--- config.mk ---
export PLATFORM = sky130hd
export DESIGN_NAME = debounce_bank
export DESIGN_NICKNAME = d
export VERILOG_FILES = /design/src/rtl/debounce_pkg.sv /design/src/rtl/debounce_channel.sv /design/src/rtl/debounce_bank.sv
export SDC_FILE = /design/constraint.sdc
export NUM_CORES = 1
export LEC_CHECK = 0
export ABC_AREA = 1
export CAP_MARGIN = 20
export CORE_MARGIN = 2
export CORE_UTILIZATION = 55
export CTS_CLUSTER_SIZE = 25
export DETAILED_ROUTE_END_ITERATION = 12
export GPL_TIMING_DRIVEN = 0
export PLACE_DENSITY = 0.85
export SLEW_MARGIN = 40
export SYNTH_ARGS = -nofsm -noshare
export SYNTH_HDL_FRONTEND = slang
export SYNTH_SLANG_ARGS = --single-unit
--- constraint.sdc ---
create_clock -name clk -period 2.4 [get_ports clk]
set_input_delay 0.36 -clock clk [delete_from_list [all_inputs] [get_ports clk]]
set_output_delay 0.36 -clock clk [all_outputs]
set_load 0.1 [all_outputs]
--- src/rtl/debounce_pkg.sv ---
// rtl/debounce_pkg.sv - shared types and helpers for the debounce bank
// Purpose: per-channel event struct and the default-threshold helper.
// Ports: none (package).
package debounce_pkg;

  // One-cycle edge events produced by a single channel.
  typedef struct packed {
    logic rise;
    logic fall;
  } debounce_evt_t;

  // Saturation value of a WIDTH-bit counter; also the default high threshold.
  function automatic int cnt_max(input int width);
    return (1 << width) - 1;
  endfunction

endpackage

--- src/rtl/debounce_channel.sv ---
// rtl/debounce_channel.sv - one saturating integrator with hysteresis and edge pulses
// Purpose: integrates one raw input, switches the output at HI/LO thresholds
//          and emits one-clk rise/fall pulses on output changes.
// Ports:
//   clk, reset       - clock, synchronous active-high reset
//   clk_enable       - advance strobe; counter and output hold when low
//   data             - raw input bit
//   debounced        - conditioned output bit
//   evt              - {rise, fall} one-clk event pulses
module debounce_channel
  import debounce_pkg::*;
#(
  parameter int WIDTH     = 8,
  parameter int HI_THRESH = cnt_max(WIDTH),
  parameter int LO_THRESH = 0
) (
  input  logic          clk,
  input  logic          reset,
  input  logic          clk_enable,
  input  logic          data,
  output logic          debounced,
  output debounce_evt_t evt
);

  localparam logic [WIDTH-1:0] CNT_MAX = '1;
  localparam logic [WIDTH-1:0] HI_T    = WIDTH'(HI_THRESH);
  localparam logic [WIDTH-1:0] LO_T    = WIDTH'(LO_THRESH);

  logic [WIDTH-1:0] total;

  always_ff @(posedge clk) begin
    if (reset) begin
      total     <= '0;
      debounced <= 1'b0;
      evt       <= '0;
    end else begin
      // Pulses last one clk whether or not the next edge is enabled.
      evt <= '0;
      if (clk_enable) begin
        if (data && (total != CNT_MAX)) begin
          total <= total + 1'b1;
        end else if (!data && (total != '0)) begin
          total <= total - 1'b1;
        end
        // Threshold decision deliberately uses the pre-update count.
        if (total >= HI_T) begin
          debounced <= 1'b1;
          evt.rise  <= !debounced;
        end else if (total <= LO_T) begin
          debounced <= 1'b0;
          evt.fall  <= debounced;
        end
      end
    end
  end

endmodule

--- src/rtl/debounce_bank.sv ---
// rtl/debounce_bank.sv - multi-channel debouncer with edge events and sticky flags
// Purpose: CHANNELS independent debounce channels; optional sticky event flags
//          and irq built only when DEBOUNCE_BANK_EVENT_LATCH_EN is defined.
// Ports:
//   clk, reset              - clock, synchronous active-high reset
//   clk_enable              - sample/advance strobe
//   data[CHANNELS]          - raw inputs (already synchronised)
//   debounced[CHANNELS]     - conditioned outputs
//   rise/fall[CHANNELS]     - one-clk edge pulses
//   event_clear[CHANNELS]   - write-1-to-clear of both sticky flags per channel
//   rise_seen/fall_seen     - sticky edge flags (0 when the macro is undefined)
//   irq                     - OR of all sticky flags (0 when the macro is undefined)
module debounce_bank
  import debounce_pkg::*;
#(
  parameter int CHANNELS  = 8,
  parameter int WIDTH     = 8,
  parameter int HI_THRESH = cnt_max(WIDTH),
  parameter int LO_THRESH = 0
) (
  input  logic                clk,
  input  logic                reset,
  input  logic                clk_enable,
  input  logic [CHANNELS-1:0] data,
  output logic [CHANNELS-1:0] debounced,
  output logic [CHANNELS-1:0] rise,
  output logic [CHANNELS-1:0] fall,
  input  logic [CHANNELS-1:0] event_clear,
  output logic [CHANNELS-1:0] rise_seen,
  output logic [CHANNELS-1:0] fall_seen,
  output logic                irq
);

  if (!((LO_THRESH < HI_THRESH) && (HI_THRESH <= cnt_max(WIDTH)))) begin : g_bad_thresh
    $error("debounce_bank: thresholds must satisfy LO_THRESH < HI_THRESH <= 2**WIDTH-1");
  end

  for (genvar i = 0; i < CHANNELS; i++) begin : g_ch
    debounce_evt_t evt;

    debounce_channel #(
      .WIDTH    (WIDTH),
      .HI_THRESH(HI_THRESH),
      .LO_THRESH(LO_THRESH)
    ) u_channel (
      .clk       (clk),
      .reset     (reset),
      .clk_enable(clk_enable),
      .data      (data[i]),
      .debounced (debounced[i]),
      .evt       (evt)
    );

    assign rise[i] = evt.rise;
    assign fall[i] = evt.fall;
  end

`ifdef DEBOUNCE_BANK_EVENT_LATCH_EN
  logic [CHANNELS-1:0] rise_flags;
  logic [CHANNELS-1:0] fall_flags;

  // Set has priority over clear so an event landing with a clear is kept.
  always_ff @(posedge clk) begin
    if (reset) begin
      rise_flags <= '0;
      fall_flags <= '0;
    end else begin
      rise_flags <= (rise_flags & ~event_clear) | rise;
      fall_flags <= (fall_flags & ~event_clear) | fall;
    end
  end

  assign rise_seen = rise_flags;
  assign fall_seen = fall_flags;
  assign irq       = |{rise_flags, fall_flags};
`else
  logic unused_event_clear;
  assign unused_event_clear = ^event_clear;
  assign rise_seen = '0;
  assign fall_seen = '0;
  assign irq       = 1'b0;
`endif

endmodule

==> results of run 1 <==
## area by class of cell
cell class / count / area (um2) / share of cell area
Multi-Input combinational cell: 709 / 3941 / 0.5623
Sequential cell: 88 / 1764 / 0.2517
Buffer: 42 / 319.1 / 0.04552
Inverter: 70 / 262.8 / 0.03749
Clock buffer: 10 / 229.0 / 0.03267
Timing Repair Buffer: 33 / 210.2 / 0.02999
Tap cell: 140 / 175.2 / 0.02499
Clock inverter: 6 / 107.6 / 0.01535
## path summary, 6_finish.rpt
check	end	cells past startpoint	startpoint
worst max register to register	g_ch[5].u_channel.total[5]$_SDFFE_PP0P_	11	g_ch[5].u_channel.total[4]$_SDFFE_PP0P_
worst min register to register	g_ch[0].u_channel.evt[1]$_SDFF_PP0_	1	g_ch[0].u_channel.debounced$_SDFFE_PP0P_
worst max-delay path	g_ch[5].u_channel.total[5]$_SDFFE_PP0P_	11	g_ch[5].u_channel.total[4]$_SDFFE_PP0P_
worst min-delay path	g_ch[2].u_channel.total[5]$_SDFFE_PP0P_	4	clk_enable
## cells by family after synthesis
kind of cell / count (synthesis)
compound gates: 123
buf+inv: 112
fa+ha+maj: 57
other cells: 1
xor+xnor: 34
flops: 88
simple gates: 478
## cell usage after synthesis (10+ instances only)
master and instances:
nand3_2 13, xor2_1 14, o21ai_0 18, xnor2_1 20, inv_1 62, dfxtp_1 88
nand3_1 66, nor2_1 118, nor2_4 10, ha_1 49, o21ai_1 20, buf_4 27
a21oi_1 75, nand2_1 238
## sequential cells by signal, summed over array words and instances (netlist names)
name                      flops
g_ch.u_channel.debounced      8
g_ch.u_channel.evt           16
g_ch.u_channel.total         64
## report_power, final
group	switching [mW]	internal (mW)
registers	0.205	1.63
clock network	0.594	1.01
logic	1.01	0.659
## per-layer routing
metal	wire, um	vias to the layer above	part of all wire
met2	6276	89	0.47
met3	514	23	0.038
met1	6359	2539	0.47
met4	318	0	0.024
li1	-	2995	-
met5	0	-	0
## per-stage QoR
stage          instances  hold slack, ns  setup WS, ns  TNS (ns)
5_1_grt             1098          0.4541     -0.009130  -0.01443
3_3_place_gp        1082          0.4417      -0.02707  -0.04629
6_report            1098          0.4229        0.2050         0
4_1_cts             1098          0.4166       0.08616         0
3_5_place_dp        1082          0.4426      -0.04912   -0.2921
2_1_floorplan        909          0.4266        0.3819         0
## worst max-delay path, delay by kind of cell, from the launching register on
family	cells	cell delay [ns]
adders and majority gates	1	0.30
and+or+nand+nor	8	1.13
AOI/OAI and AO/OA	1	0.08
DFF	1	0.40
xor gates and xnor gates	1	0.16
==> flow_summary.ini, run 1 <==
[status]
status = finished clean

[synthesis]
yosys.area.top_type_share = 0.2839
yosysSeqAreaShare = 0.2839
synthTopCellsByArea = dfxtp_1, nand2_1, ha_1, nor2_1, a21oi_1
async_flop_share = 0
synth_ff_type = dfxtp_1
synth_cell_type_count = 35
synthMuxAreaShare = 0
yosys.area.top_type = dfxtp_1
synth_warnings = 0
synth_top_family_by_area = simple AND/OR/NAND/NOR gates
synth_area_per_cell_um2 = 6.948
synth_cells = 893
synth-compound-area-share = 0.1032
synth_fa_ha_area_frac = 0.1246
synth-simple-area-share = 0.3458
synth_edf_count = 0
synthXorXnorAreaFrac = 0.04799
synth.cell_area_um2 = 6205
synth-seq-cells = 88

[final_layout]
nNetsFinal = 1029
syn_to_final_growth_pct = 12.97
mostFrequentLayoutCells = nand2_1, nor2_1, dfxtp_1
antenna_cells = 0
final_common_cell = nand2_1
fin_area_um2 = 7009
post-route-util = 0.6410
drive_gt1_frac = 0.1420
fill_cells = 982

[grt]
grt_use_total = 0.2361
met2_usage = 0.4010
grt_overflow = 0
met3_usage = 0.04586
grt_antenna_before_repair = 0
top_usage_layer = met2
grt_max_degree = 15
grt_pass1_vias = 5109
grt_pass1_wl_um = 22580
grtUsageMet1 = 0.2930

[routing]
drt_iter0_drc = 275
routed_wl_um = 13470
viasPerCell = 5.142
first_pass_iters = 5
antenna_left = 0
vias = 5646
drcViolationCount = 0
wl_per_cell_um = 12.27

[clock_tree]
cts_hold_buf = 0
path_clk_slew_ns = 0.07
cts_sinks = 88
clk_latency_ns = 0.35
clockRootBuffer = clkbuf_16
cts_buffers = 9
post_cts_buffers = 0
cts_tree = done
cts_max_path_buffers = 2
cts_resized = 0
cts_max_level = 3

[worst_setup_path]
slowest_delay_ns = 0.40
r2r_setup_slack_ns = 0.21
endpoint_kind = flop
slowest_stage = dfxtp_1
worstPathArrival_ns = 2.43
path_class = reg -> reg
required_ns = 2.64
path_cells = nand2_1, nor2_1, nand2_1, nand2_2, ha_1, or2_2, nand2_1, nor2_1, nor2_1, xor2_1, a21oi_1
start_kind = flop
cp_max_fo = 8

[place]
place.gp.congestion = 0.8755
place_area_um2 = 6650
port_buffers = 33
place_hpwl_um = 9713

[die]
die-area_um2 = 12150
num_rows = 38
die_w_um = 110.2
initial_utilization = 0.5674
die_h_um = 110.2
core_area_um2 = 10940
io_pins = 60

[timing]
fmax_mhz = 455.6
finalCriticalPeriod_ns = 2.195
worst_pin_slew_ns = 0.8126
drv_slew = 0
hold_violations = 0
slew_headroom = 0.4583
setup_viol = 0
skew_ns = 0.008553
finalCritPeriodShare = 0.9146

[power]
p_total_mw = 5.112
p_leak_nw = 3.436
powerDensity_nw_per_um2 = 729.3
ir_worst_vdd_uv = 396.1

[run]
cap_violations = 0

[worst_hold_path]
hp-class = in -> reg
No activity file was read; power rests on OpenSTA's default activity.
==> run 2: changes to the inputs <==
--- a/config.mk
+++ b/config.mk
@@ -17,3 +17,4 @@
 export SYNTH_ARGS = -nofsm -noshare
 export SYNTH_HDL_FRONTEND = slang
 export SYNTH_SLANG_ARGS = --single-unit
+export TNS_END_PERCENT = 100
==> results of run 2 <==
Same layout as run 1: the final DEF is identical, and so are final timing and power.
